$ cat src/rtl/axis_bram_pkg.sv
// Shared types and sizing helpers for the AXIS BRAM stream master and its FIFO.
package axis_bram_pkg;

  typedef enum logic [1:0] {
    IDLE = 2'b00,
    WAIT = 2'b01,
    RUN  = 2'b10
  } state_t;

  // Ceiling log2, never below 1 so degenerate sizes still get a real vector.
  function automatic int clogb2(input int n);
    int r;
    r = 0;
    while ((1 << r) < n) r++;
    return (r < 1) ? 1 : r;
  endfunction

  // One FIFO entry holds {last, keep, data}.
  function automatic int entry_width(input int data_w);
    return data_w + data_w / 8 + 1;
  endfunction

endpackage

$ cat src/rtl/axis_bram_sfifo.sv
// Synchronous first-word-fall-through FIFO: dout shows the head entry whenever empty is low.
module axis_bram_sfifo
  import axis_bram_pkg::*;
#(
  parameter int WIDTH = 37,
  parameter int DEPTH = 16,
  localparam int AW = clogb2(DEPTH)
) (
  input  logic             clk,
  input  logic             rst_n,
  input  logic             push,
  input  logic             pop,
  input  logic [WIDTH-1:0] din,
  output logic [WIDTH-1:0] dout,
  output logic             empty,
  output logic             full,
  output logic [AW:0]      level
);

  logic [WIDTH-1:0] mem [DEPTH];
  logic [AW-1:0]    wr_ptr;
  logic [AW-1:0]    rd_ptr;
  logic             do_push;
  logic             do_pop;

  assign do_push = push && !full;
  assign do_pop  = pop && !empty;
  assign empty   = (level == '0);
  assign full    = (level == (AW + 1)'(DEPTH));
  assign dout    = mem[rd_ptr];

  // Pointers wrap naturally because DEPTH is a power of two.
  always_ff @(posedge clk or negedge rst_n) begin
    if (!rst_n) begin
      wr_ptr <= '0;
      rd_ptr <= '0;
      level  <= '0;
    end else begin
      if (do_push) wr_ptr <= wr_ptr + 1'b1;
      if (do_pop)  rd_ptr <= rd_ptr + 1'b1;
      case ({do_push, do_pop})
        2'b10:   level <= level + 1'b1;
        2'b01:   level <= level - 1'b1;
        default: level <= level;
      endcase
    end
  end

  // Storage needs no reset: nothing is visible until level says so.
  always_ff @(posedge clk) begin
    if (do_push) mem[wr_ptr] <= din;
  end

endmodule

$ cat src/rtl/axis_bram_stream_master.sv
// AXI4-Stream master draining a valid/ready user producer through a FWFT FIFO,
// with start delay, optional forced TLAST, and packet/level status.
module axis_bram_stream_master
  import axis_bram_pkg::*;
#(
  parameter int C_M_AXIS_TDATA_WIDTH = 32,
  parameter int C_FIFO_DEPTH         = 16,
  parameter int C_M_START_COUNT      = 32,
  parameter int C_MAX_PKT_LEN        = 0,
  parameter int C_PKT_CNT_WIDTH      = 16
) (
  input  logic                                M_AXIS_ACLK,
  input  logic                                M_AXIS_ARESETN,
  input  logic [C_M_AXIS_TDATA_WIDTH-1:0]     DIN_DATA,
  input  logic [C_M_AXIS_TDATA_WIDTH/8-1:0]   DIN_KEEP,
  input  logic                                DIN_TLAST,
  input  logic                                DIN_VALID,
  output logic                                DIN_ACCEP,
  output logic                                M_AXIS_TVALID,
  output logic [C_M_AXIS_TDATA_WIDTH-1:0]     M_AXIS_TDATA,
  output logic [C_M_AXIS_TDATA_WIDTH/8-1:0]   M_AXIS_TKEEP,
  output logic [C_M_AXIS_TDATA_WIDTH/8-1:0]   M_AXIS_TSTRB,
  output logic                                M_AXIS_TLAST,
  input  logic                                M_AXIS_TREADY,
  output logic [C_PKT_CNT_WIDTH-1:0]          PKT_CNT,
  output logic [clogb2(C_FIFO_DEPTH):0]       FIFO_LEVEL,
  output logic                                BUSY
);

  localparam int DW     = C_M_AXIS_TDATA_WIDTH;
  localparam int KW     = DW / 8;
  localparam int EW     = entry_width(DW);
  localparam int WAIT_W = clogb2((C_M_START_COUNT > 2) ? C_M_START_COUNT : 2);
  localparam int BEAT_W = (C_MAX_PKT_LEN > 0) ? clogb2(C_MAX_PKT_LEN) + 1 : 16;

  state_t            state, state_nxt;
  logic [WAIT_W-1:0] wait_cnt, wait_cnt_nxt;
  logic [BEAT_W-1:0] beat_cnt;
  logic [EW-1:0]     fifo_dout;
  logic              fifo_empty;
  logic              fifo_full;
  logic              push;
  logic              pop;
  logic              force_last;

  always_ff @(posedge M_AXIS_ACLK or negedge M_AXIS_ARESETN) begin
    if (!M_AXIS_ARESETN) begin
      state    <= IDLE;
      wait_cnt <= '0;
    end else begin
      state    <= state_nxt;
      wait_cnt <= wait_cnt_nxt;
    end
  end

  always_comb begin
    state_nxt    = state;
    wait_cnt_nxt = wait_cnt;
    case (state)
      IDLE: begin
        state_nxt    = (C_M_START_COUNT == 0) ? RUN : WAIT;
        wait_cnt_nxt = '0;
      end
      WAIT: begin
        if (wait_cnt == WAIT_W'(C_M_START_COUNT - 1)) state_nxt = RUN;
        else wait_cnt_nxt = wait_cnt + 1'b1;
      end
      RUN:     state_nxt = RUN;
      default: state_nxt = IDLE;
    endcase
  end

  // Accept depends only on registered state, never on TREADY or DIN_VALID.
  assign DIN_ACCEP = (state == RUN) && !fifo_full;
  assign push      = DIN_VALID && DIN_ACCEP;
  assign pop       = M_AXIS_TVALID && M_AXIS_TREADY;

  axis_bram_sfifo #(
    .WIDTH (EW),
    .DEPTH (C_FIFO_DEPTH)
  ) u_fifo (
    .clk   (M_AXIS_ACLK),
    .rst_n (M_AXIS_ARESETN),
    .push  (push),
    .pop   (pop),
    .din   ({DIN_TLAST, DIN_KEEP, DIN_DATA}),
    .dout  (fifo_dout),
    .empty (fifo_empty),
    .full  (fifo_full),
    .level (FIFO_LEVEL)
  );

  assign force_last    = (C_MAX_PKT_LEN > 0) && (beat_cnt == BEAT_W'(C_MAX_PKT_LEN - 1));
  assign M_AXIS_TVALID = !fifo_empty;
  // Payload is zeroed while idle so reset drives every output low immediately.
  assign M_AXIS_TDATA  = M_AXIS_TVALID ? fifo_dout[DW-1:0] : '0;
  assign M_AXIS_TKEEP  = M_AXIS_TVALID ? fifo_dout[DW+KW-1:DW] : '0;
  assign M_AXIS_TSTRB  = M_AXIS_TKEEP;
  assign M_AXIS_TLAST  = M_AXIS_TVALID && (fifo_dout[EW-1] || force_last);
  assign BUSY          = (FIFO_LEVEL != '0) || (beat_cnt != '0);

  // Beat counter saturates so an overlong unforced packet still reads as open.
  always_ff @(posedge M_AXIS_ACLK or negedge M_AXIS_ARESETN) begin
    if (!M_AXIS_ARESETN) begin
      beat_cnt <= '0;
      PKT_CNT  <= '0;
    end else if (pop) begin
      if (M_AXIS_TLAST) begin
        beat_cnt <= '0;
        PKT_CNT  <= PKT_CNT + 1'b1;
      end else if (beat_cnt != {BEAT_W{1'b1}}) begin
        beat_cnt <= beat_cnt + 1'b1;
      end
    end
  end

endmodule

$ cat config.mk
export PLATFORM = sky130hd
export DESIGN_NAME = axis_bram_stream_master
export DESIGN_NICKNAME = d
export VERILOG_FILES = /design/src/rtl/axis_bram_pkg.sv /design/src/rtl/axis_bram_sfifo.sv /design/src/rtl/axis_bram_stream_master.sv
export SDC_FILE = /design/constraint.sdc
export NUM_CORES = 1
export LEC_CHECK = 0
export ABC_CLOCK_PERIOD_IN_PS = 5100
export BUFFER_PORTS_ARGS = -buffer_cell sky130_fd_sc_hd__buf_4
export CAP_MARGIN = 20
export CORE_ASPECT_RATIO = 1.25
export CORE_MARGIN = 2
export CORE_UTILIZATION = 55
export CTS_CLUSTER_DIAMETER = 60
export DETAILED_ROUTE_END_ITERATION = 12
export GPL_TIMING_DRIVEN = 0
export HOLD_SLACK_MARGIN = 0.05
export PLACE_DENSITY = 0.72
export SLEW_MARGIN = 5
export SYNTH_ARGS = -nofsm -noshare
export SYNTH_HDL_FRONTEND = slang
export SYNTH_SLANG_ARGS = --single-unit
export TNS_END_PERCENT = 30
$ cat constraint.sdc
create_clock -name M_AXIS_ACLK -period 5.1 [get_ports M_AXIS_ACLK]
set_clock_uncertainty 0.05 [all_clocks]
set_input_delay 0.51 -clock M_AXIS_ACLK [delete_from_list [all_inputs] [get_ports M_AXIS_ACLK]]
set_output_delay 0.51 -clock M_AXIS_ACLK [all_outputs]
set_load 0.02 [all_outputs]
# After elaboration in Yosys (flattened, before gate mapping)
# Memories as Yosys holds them, arrays and structs flattened.
# Cells that the tools add are included.
[totals]
ramBits = 592
input_bits = 41
mem_count = 1
word_cells = 54
out_inout_bits = 65
register_bits = 52
[op_classes]
eq_ne = 9
n_addsub = 7
n_reduce_logical = 19
mux = 11
[mem_list]
columns = ["name", "depth", "word_bits", "rd", "rd_ports_with_merged_regs", "write_ports", "line", "rtl"]
rows = [
  ["u_fifo.mem", 16, 37, 1, 0, 1, "axis_bram_sfifo.sv:20", "logic [WIDTH-1:0] mem [DEPTH];"],
]
[op_table]
columns = ["op", "n"]
rows = [
  ["adder 16 x 1 -> 16 bit, second input constant", 2],
  ["two-way mux 16 bit", 2],
  ["two-way mux 32 bit", 1],
  ["one-hot mux 5 bit (2 select lines)", 2],
  ["inequality test 16 bit, second input constant", 1],
  ["nonzero test 16 bit", 1],
  ["adder 5 x 1 -> 5 bit, second input constant", 2],
  ["equality test 5 bit, second input constant", 2],
  ["adder 4 x 1 -> 4 bit, second input constant", 2],
  ["logical AND 1 bit", 6],
  ["one-hot mux 2 bit (3 select lines)", 1],
  ["AND reduction 2 bit", 3],
  ["nonzero test 2 bit", 3],
  ["zero test 5 bit", 1],
  ["two-way mux 5 bit", 1],
  ["nonzero test 5 bit", 1],
  ["subtractor 5 x 1 -> 5 bit, second input constant", 1],
  ["equality test 2 x 1 -> 1 bit, second input constant", 2],
  ["equality test 2 bit, second input constant", 2],
  ["two-way mux 4 bit", 1],
  ["inequality test 2 bit, second input constant", 2],
  ["zero test 1 bit", 2],
  ["zero test 2 bit", 1],
  ["two-way mux 1 bit", 2],
  ["2 further kinds", 2],
]

# Depth between registers and ports, before layout
# Gate-level depths: netlist (run 1).
[logic_depth]
depth_word = 7
ltp_mapped = 16
mapped_depth_nobuf = 14

# By module
# Synthesis (run 1) repeated with hierarchy kept, for this count alone.
[unflattened]
cells_unflattened = 1450
hier_area_um2 = 25844.8
[modules_own_cells]
columns = ["module", "cells_each", "area_each_um2", "seq_area_each_um2", "n_inst"]
rows = [
  ["axis_bram_sfifo", 1192, 23485.0, 18102.4, 1],
  ["axis_bram_stream_master", 258, 2359.8, 975.9, 1],
]

# Worst setup path after synthesis (run 1)
# Ideal clock, no wire load.
[synth_timing]
kind = "reg-to-reg"
startpoint = "register u_fifo.level[1]"
endpoint = "memory u_fifo.mem[3][0], enable pin"
n_path_buf = 1
synth_period_minus_slack_ns = 4.636
setup_time_ns = 0.477
path_stages_with_launch = 7
arrival_ns = 4.109
path_slack_ns = 0.464
required_ns = 4.573
path_cell_list = "dfrtp_1 or4_4 o21a_1 and2_1 clkbuf_1 nand2_1 nor3_1"
[synth_between]
elab_chain_len = 7
[synth_rtl]
columns = ["element", "line", "rtl"]
rows = [
  ["from (decl)", "axis_bram_sfifo.sv:17", "output logic [AW:0] level"],
  ["from (signal assigned)", "axis_bram_sfifo.sv:42", "2'b10: level <= level + 1'b1;"],
  ["from (signal assigned)", "axis_bram_sfifo.sv:43", "2'b01: level <= level - 1'b1;"],
  ["from (signal assigned)", "axis_bram_sfifo.sv:44", "default: level <= level;"],
  ["equality test 5 bit", "axis_bram_sfifo.sv:29", "assign full = (level == (AW + 1)'(DEPTH));"],
  ["zero test 1 bit", "axis_bram_stream_master.sv:74", "assign DIN_ACCEP = (state == RUN) && !fifo_full;"],
  ["logical AND 1 bit", "axis_bram_stream_master.sv:74", ""],
  ["named net DIN_ACCEP", "axis_bram_stream_master.sv:18", "output logic DIN_ACCEP,"],
  ["logical AND 1 bit", "axis_bram_stream_master.sv:75", "assign push = DIN_VALID && DIN_ACCEP;"],
  ["logical AND 1 bit", "axis_bram_sfifo.sv:26", "assign do_push = push && !full;"],
  ["two-way mux 1 bit", "axis_bram_sfifo.sv:51", "if (do_push) mem[wr_ptr] <= din;"],
  ["two-way mux 1 bit (not written as such)", "axis_bram_sfifo.sv:51", ""],
  ["to (decl)", "axis_bram_sfifo.sv:20", ""],
]
# The timed path passes the listed nets, and every way through them passes these cells.

# Final worst setup path (run 1)
[layout_timing]
startpoint = "register u_fifo.rd_ptr[1]"
endpoint = "output port M_AXIS_TSTRB[3]"
[layout_between]
elab_chain_len = 2
[layout_rtl]
columns = ["element", "line", "rtl"]
rows = [
  ["from (decl)", "axis_bram_sfifo.sv:22", "logic [AW-1:0] rd_ptr;"],
  ["from (signal assigned)", "axis_bram_sfifo.sv:40", "if (do_pop) rd_ptr <= rd_ptr + 1'b1;"],
  ["memory read (16 x 37 bit)", "n/a", ""],
  ["two-way mux 4 bit", "axis_bram_stream_master.sv:97", "assign M_AXIS_TKEEP = M_AXIS_TVALID ? fifo_dout[DW+KW-1:DW] : '0;"],
  ["to (decl)", "axis_bram_stream_master.sv:22", "output logic [C_M_AXIS_TDATA_WIDTH/8-1:0] M_AXIS_TSTRB,"],
]
# No other way between the ends.

==> results of run 1 <==
metrics by stage:
stage	utilization	total power (µW)	hold WS (ns)	instance area (µm²)
finish	0.643	16800	0.123	29600
detailed placement	0.602	12700	0.416	27700
global placement	0.587	12400	0.410	27000
CTS	0.643	17000	0.0921	29600
global route	0.643	17500	0.121	29600
floorplan	-	10500	0.164	25500
per-layer routing:
metal,routed length (µm),track usage,vias up
met4,1800,0.0831,2
met1,22500,0.328,6722
met2,28900,0.414,482
met5,13,0,-
li1,-,-,5308
met3,3360,0.0361,115
layout make-up:
type                            instances  area (µm²)  share of cell area
Clock buffer                           76        1590              0.0538
Inverter                               28         105             0.00355
Timing Repair Buffer                  145        1380              0.0465
Sequential cell                       644       19100               0.645
Tap cell                              585         732              0.0247
Clock inverter                         33         280             0.00947
Multi-Input combinational cell        458        6140               0.208
Buffer                                 58         284             0.00960
path summary, 6_finish.rpt:
kind | from | endpoint | slack, ns
worst max-delay path | u_fifo.rd_ptr[1] | M_AXIS_TSTRB[3] | 0.63
worst min-delay path | DIN_DATA[15] | u_fifo.mem[5][15] | 0.12
worst max register to register | u_fifo.level[1] | u_fifo.level[4] | 1.49
worst min register to register | PKT_CNT[15] | PKT_CNT[15] | 0.43
max in group asynchronous | M_AXIS_ARESETN | wait_cnt[4] | 4.11
min in group asynchronous | M_AXIS_ARESETN | PKT_CNT[1] | 0.42
power breakdown:
part	internal, µW	leakage, µW	total [µW]	switching, µW
clock	2400	0.000909	4280	1880
sequential	6330	0.00600	6520	195
combinational	2770	0.00291	6020	3250
flip-flops by register name, summed over array words and instances, names as in the netlist:
name,cells
u_fifo.mem,592
u_fifo.rd_ptr,4
u_fifo.wr_ptr,4
PKT_CNT,16
wait_cnt,5
state,2
beat_cnt,16
u_fifo.level,5
cells by family (layout without fill, tap and decap cells):
kind of cell,count (synthesis),after routing,synth area share
flip-flops,644,644,0.748
multiplexers,195,195,0.165
AND/OR/NAND/NOR,161,161,0.0344
buffers and inverters,86,340,0.0153
AO/OA/AOI/OAI,57,57,0.0188
XOR/XNOR,28,28,0.00962
adder cells (fa/ha/maj),17,17,0.00834
synthesized netlist by cell type, drive strengths merged (2+ instances only):
cell type  number  area, µm²
a2111oi         2       55.1
a211o           2       18.8
a21o            2       16.3
a21oi          18        116
a22o            2       17.5
a31oi           3       33.8
and2           37        231
and3            3       20.0
buf            30        169
clkbuf         28        115
dfrtp          52       1300
edfxtp        592      17800
ha             17        213
inv            28        105
mux2           10        113
mux2i           5       50.1
mux4          180       4050
nand2          31        116
nand2b          3       18.8
nand3          15       75.1
nand4          11       68.8
nor2           27        109
nor3           10       61.3
nor4            9       56.3
o21a            2       15.0
o21ai          14       88.8
o22ai           5       56.3
o2bb2ai         2       17.5
or3             6       37.5
or4             3       26.3
xnor2          10       87.6
xor2           18        158
critical path, cell delays in order (launching register included):
cell      delay, ns
dfrtp_1        0.50
buf_1          0.70
clkbuf_1       0.72
mux4_2         0.40
mux4_2         0.46
and2_1         0.21
buf_4          0.14
buf_4          0.14
==> metrics.txt, run 1 <==
status=complete, no violations; total CTS buffers=roughly 60; ys flop type=edfxtp_1; hpwl dp=around 36 mm; syn_area_per_cell=21.5 µm²; die height=roughly 240 µm; Tmin final=around 4.5 ns; GR Overflow Total=0; global router's overall resource usage=0.244; Final #Nets=roughly 1500; Final Hold Viols=0; Horiz. Die Dim=~200 µm; most common cell after layout, fill and taps aside=edfxtp_1; Syn-to-layout area delta=16.0%; number of max-cap violations=0; largest net degree at the start of global routing=between 50 and 60; hold depth=1; startpoint types=flip-flop; root buffer cell=clkbuf_16; synthesized instance count=approximately 1200; Reg2Reg Depth=13; postcts setup bufs=0; non-filler instance count after layout=2027; CTS clock-pin slew for the worst setup and hold paths=approximately 0.060 ns; Netlist cell types=60; routed len/inst=around 28 µm; Core Rows=a little under 90; Slew Limit Headroom=0.310; IO Pins=106; DRC=0; Final setup viols=0; later-pin clock latency in the skew report=just over 0.6 ns; Critical Path RT=4.54 ns; EDFF count, synth=slightly below 600; Max FO, Critical Path=10; Arrival @ worst endpoint=3.91 ns; share of layout cells above drive strength 1=0.339; CTS max path bufs=3; vias per cell=6.23; ys async rst share=0.0807; power density cells=roughly 570 mW/mm²; CTS resizes=0; die area=0.0481 mm²; critical path capture point type=output pin; period utilization=0.876; gpl congestion=roughly 0.78; RSZ-0062 raised after global routing=no; YS warnings=0; Worst VDD drop=roughly 320 µV; Setup CP Type=reg -> out; # fillers=around 3000; vias=about 13000; worst setup margin=about 0.63 ns; commonest cells after routing, fill and taps aside=edfxtp_1, mux4_2, buf_4; Max Clk Rate=about 220 MHz; Hold-fix buffers, CTS=1; Pleak=about 0.0098 µW; final wirelength=56.6 mm; post-synth net total=roughly 1200; remaining antenna violation count=0; Synth Register Bits=644; Core ar.=about 0.046 mm²; first-pass GRT wire length=84.3 mm; fin. max-slew vios=0; I/O Buffers=between 100 and 150; H-Tree Depth=2; Min-Delay Path Class=in -> reg; TritonCTS clock tree=yes; DP Worst Slack=between 1 and 1.5 ns; TNS Setup=0 ns; drt pass-1 iters=5; number of global-route vias before repair=roughly 13000; Least-Margin Pin Slew=a little over 1 ns; Clock Sinks=644; Initial DRC Count=between 1000 and 1500; diode count=0; dpl cells=around 1900; Initial Utilization=0.554; initial antenna violation count=1; Synth Cell Area=between 0.02 and 0.03 mm²; sequential element share of the synthesized area=0.748
No activity file was read; power rests on OpenSTA's default activity.
==> inputs of run 2 (changes only) <==
- CORE_ASPECT_RATIO: 1.25 -> not set
- CTS_BUF_LIST: not set -> sky130_fd_sc_hd__clkbuf_4 sky130_fd_sc_hd__clkbuf_8
==> run 2 against run 1 <==
Routed wire length decreased by 2.3%. Worst setup slack lost 0.075 ns. Global-route usage down 0.40 points. Final area up 0.79%. Combinational power fell by 0.8%. Maximum frequency is 1.7% lower. Core utilization rose by 1.1 points. Critical path type unchanged. Register-to-register slack got worse by 0.05 ns. Sequential share of layout area down 0.51 points. Clock-buffer cell count is 60 higher. Highest routed layer is now met4. Via count up 1.0%.
==> metrics.txt, run 2 (synthesis results as in run 1) <==
DP Worst Slack=roughly 1.3 ns; Max FO, Critical Path=10; vias per cell=5.97; root buffer cell=clkbuf_8; DRC=0; vias=12800; Least-Margin Pin Slew=approximately 0.98 ns; Worst path top cell family by delay=buffers and inverters; global router's overall resource usage=0.240; first-pass GRT wire length=a little over 80 mm; startpoint types=flip-flop; Worst VDD drop=about 400 µV; Core ar.=~0.046 mm²; Slew Limit Headroom=0.342; Initial Utilization=0.559; share of layout cells above drive strength 1=0.358; later-pin clock latency in the skew report=approximately 0.7 ns; period utilization=0.891; Arrival @ worst endpoint=3.99 ns; Horiz. Die Dim=219 µm; critical path capture point type=output pin; worst setup margin=0.555 ns; Setup CP Type=reg -> out; CP max stage delay=0.77 ns; CTS max path bufs=3; remaining antenna violation count=0; I/O Buffers=between 100 and 150; overall power=about 17000 µW; number of flip-flops under the largest register name=a little under 600; TritonCTS clock tree=yes; Clock Sinks=~640; Tmin final=between 4 and 5 ns; Final setup viols=0; Critical Path RT=~4.5 ns; most common cell after layout, fill and taps aside=edfxtp_1; final wirelength=around 55 mm; Max Clk Rate=approximately 220 MHz; Core Rows=78; initial antenna violation count=1; Syn-to-layout area delta=17.0%; Hold-fix buffers, CTS=31; Pleak=0.00998 µW; Min-Delay Path Class=in -> reg; CP Cell Sequence=buf_1, clkbuf_1, mux4_2, mux4_2, and2_1, buf_4, buf_4; drt pass-1 iters=5; die area=just under 0.05 mm²; postcts setup bufs=0; fin. max-slew vios=0; hpwl dp=33.5 mm; largest net degree at the start of global routing=between 50 and 60; IO Pins=106; Final #Nets=about 1500; GR Overflow Total=0; CTS resizes=0; commonest cells after routing, fill and taps aside=edfxtp_1, mux4_2, buf_4; Final Hold Viols=0; Slowest-stage cell, CP=clkbuf_1; status=complete, no violations; Initial DRC Count=1178; CP bufs+invs=4; biggest regs=u_fifo.mem x592, PKT_CNT x16, beat_cnt x16; RSZ-0062 raised after global routing=no; total CTS buffers=between 100 and 150; number of max-cap violations=0; H-Tree Depth=3; final hold slack=0.0918 ns; routed len/inst=between 20 and 30 µm; gpl congestion=0.814; number of global-route vias before repair=roughly 13000; die height=about 220 µm; power density cells=559 mW/mm²; largest reg by FF count=u_fifo.mem; CTS clock-pin slew for the worst setup and hold paths=roughly 0.060 ns
[run 2: final cells by class]
class,count,area [µm²]
antenna,1,2.50
clock buffer,136,1700
tap,600,751
multi-input combinational,458,6140
sequential,644,19100
fill,2983,15800
timing repair buffer,166,1510
clock inverter,47,253
buffer,58,284
inverter,28,105
[run 2: stage by stage]
stage,TNS (ns),area [µm²],std cells,util
floorplan,0,25500,1188,-
global placement,-490.82,27000,1893,0.593
detailed placement,0,27600,1923,0.605
CTS,0,29800,2137,0.654
global route,0,29800,2138,0.654
finish,0,29800,2138,0.654
[run 2: worst register-to-register path: cells and delay by family (launching register included)]
family,cells,cell delay (ns)
buf+inv,3,0.62
fa+ha+maj,2,0.40
flops,1,0.46
xor+xnor,3,0.42
simple gates,3,0.81
compound gates,4,0.79
[run 2: worst paths after layout]
check	to	cells after the start	startpoint	slack, ns
min	u_fifo.mem[0][11]	1	DIN_DATA[11]	0.09
min reg2reg	PKT_CNT[15]	1	PKT_CNT[15]	0.42
max	M_AXIS_TSTRB[1]	7	u_fifo.rd_ptr[1]	0.55
min in group asynchronous	PKT_CNT[13]	2	M_AXIS_ARESETN	0.35
max reg2reg	u_fifo.level[4]	15	u_fifo.level[1]	1.44
max in group asynchronous	beat_cnt[7]	2	M_AXIS_ARESETN	4.16
[run 2: routing by layer]
metal	part of all wire	vias up	global-route usage	wire length, µm
met5	0	-	0	0
met4	0.024	0	0.0768	1310
met3	0.071	89	0.0485	3910
met2	0.50	533	0.393	27900
met1	0.40	6662	0.327	22100
li1	-	5473	-	-
[run 2: power by group]
group / internal [µW] / switching (µW)
clock: 2210 / 1960
sequential: 6330 / 182
combinational: 2750 / 3220
total: 11300 / 5360
==> inputs of run 3 (changes only) <==
- CTS_BUF_LIST: sky130_fd_sc_hd__clkbuf_4 sky130_fd_sc_hd__clkbuf_8 -> not set
==> run 3 against run 2 <==
Worst setup slack improved by 0.088 ns. Sequential share of layout area up 0.20 points. Final area is 0.31% lower. Critical path type unchanged. Clock-buffer cell count shrank 42. Combinational power barely moved. Global-route usage increased by 0.19 points. Maximum frequency is 2.0% higher. Non-clock buffer count fell by 30.
==> metrics.txt, run 3 (synthesis results as in run 1) <==
dpl cells=1923; met2 wire length=28.6 mm; Syn-to-layout area delta=16.6%; drt pass-1 iters=5; power density cells=around 580 mW/mm²; Clock Sinks=around 640; I/O Buffers=roughly 110; CP Cell Sequence=clkbuf_1, clkbuf_1, mux4_2, mux4_2, and2_1, buf_4, buf_4; Initial DRC Count=about 1500; DRC=0; vias=about 13000; root buffer cell=clkbuf_16; die height=roughly 220 µm; largest reg by FF count=u_fifo.mem; Horiz. Die Dim=~220 µm; CP max stage delay=about 0.74 ns; Final #Nets=roughly 1500; hpwl dp=about 34 mm; Max FO, Critical Path=10; IO Pins=about 110; CTS clock-pin slew for the worst setup and hold paths=0.06 ns; Core ar.=between 0.04 and 0.05 mm²; commonest cells after routing, fill and taps aside=edfxtp_1, mux4_2, buf_4; number of flip-flops under the largest register name=roughly 590; period utilization=0.874; GR Overflow Total=0; number of max-cap violations=0; first-pass GRT wire length=between 80 and 90 mm; global router's overall resource usage=0.241; routed len/inst=between 20 and 30 µm; initial antenna violation count=1; Reg2Reg Depth=15; final core occ=0.652; vias per cell=~6.2; Initial Utilization=0.559; Setup CP Type=reg -> out; Worst VDD drop=around 380 µV; Tmin final=4.46 ns; CP bufs+invs=4; postcts setup bufs=0; # fillers=slightly below 3000; H-Tree Depth=3; overall power=between 15000 and 20000 µW; Max Clk Rate=roughly 220 MHz; share of layout cells above drive strength 1=0.337; hold depth=1; Core Rows=78; critical path capture point type=output pin; Least-Margin Pin Slew=between 0.9 and 1 ns; Crit path depth=7; startpoint types=flip-flop; number of global-route vias before repair=roughly 13000; Pleak=about 0.0099 µW; RSZ-0062 raised after global routing=no; total CTS buffers=67; Arrival @ worst endpoint=approximately 4 ns; most common cell after layout, fill and taps aside=edfxtp_1; metal3 WL=roughly 3.7 mm; Slowest-stage cell, CP=clkbuf_1; Worst path top cell family by delay=buffers and inverters; remaining antenna violation count=0; largest net degree at the start of global routing=between 50 and 60; max layer used=met4; fin. max-slew vios=0; biggest regs=u_fifo.mem x592, PKT_CNT x16, beat_cnt x16; worst setup margin=~0.64 ns; die area=just under 0.05 mm²; Final Hold Viols=0; gpl congestion=~0.81; CTS max path bufs=3; Min-Delay Path Class=in -> reg; Slew Limit Headroom=0.338; TritonCTS clock tree=yes; final instance area=between 0.02 and 0.03 mm²; Critical Path RT=~4.5 ns; later-pin clock latency in the skew report=~0.58 ns; Final setup viols=0; Post-Route M1 WL=~22 mm; DP Area=0.0276 mm²; DP Worst Slack=about 1.3 ns; non-filler instance count after layout=approximately 2000; final wirelength=about 56 mm; status=complete, no violations
[run 3: changes by cell type in the layout (fill, tap and decap cells not counted), sizes merged]
cell,before,now
clkbuf,164,122
dlygate4sd3,31,1
clkinv,38,17
bufinv,1,3
inv,32,33
[run 3: routing by layer]
layer,GRT usage,vias up
met5,0,-
met4,0.0761,0
met3,0.0366,82
met2,0.401,555
met1,0.334,6691
li1,-,5320
[run 3: repair_timing]
item                      CTS  global route
hold endpoints to repair   52             0
hold buffers                1             0
gates resized for setup     0             0
[run 3: final timing paths]
path                                   from           endpoint  slack, ns
max in group asynchronous    M_AXIS_ARESETN   u_fifo.wr_ptr[3]       4.05
max reg2reg                 u_fifo.level[1]    u_fifo.level[4]       1.45
min reg2reg                     PKT_CNT[15]        PKT_CNT[15]       0.42
min                             DIN_DATA[4]  u_fifo.mem[11][4]       0.15
min in group asynchronous    M_AXIS_ARESETN         PKT_CNT[7]       0.46
max                        u_fifo.rd_ptr[1]    M_AXIS_TSTRB[2]       0.64
[run 3: final cells by class]
cell class	count	area [µm²]	area share
flip-flops and latches	644	19100	0.642
clock buffers	94	1890	0.0637
repair buffers	136	1210	0.0407
well taps	600	751	0.0253
multi-input cells	458	6140	0.207
inverters	28	105	0.00354
diodes	1	2.50	0.0000842
clock inverters	29	263	0.00884
plain buffers	58	284	0.00955
[run 3: metrics by stage]
stage / hold WS, ns / TNS (ns)
2_1_floorplan: 0.164 / 0
3_3_place_gp: 0.409 / -490.82
3_5_place_dp: 0.408 / 0
4_1_cts: 0.139 / 0
5_1_grt: 0.166 / 0
6_report: 0.154 / 0
[run 3: report_power, final]
part	internal [µW]	switching, µW
clock network	2780	1990
registers	6330	190
logic	2740	3220
total	11800	5400
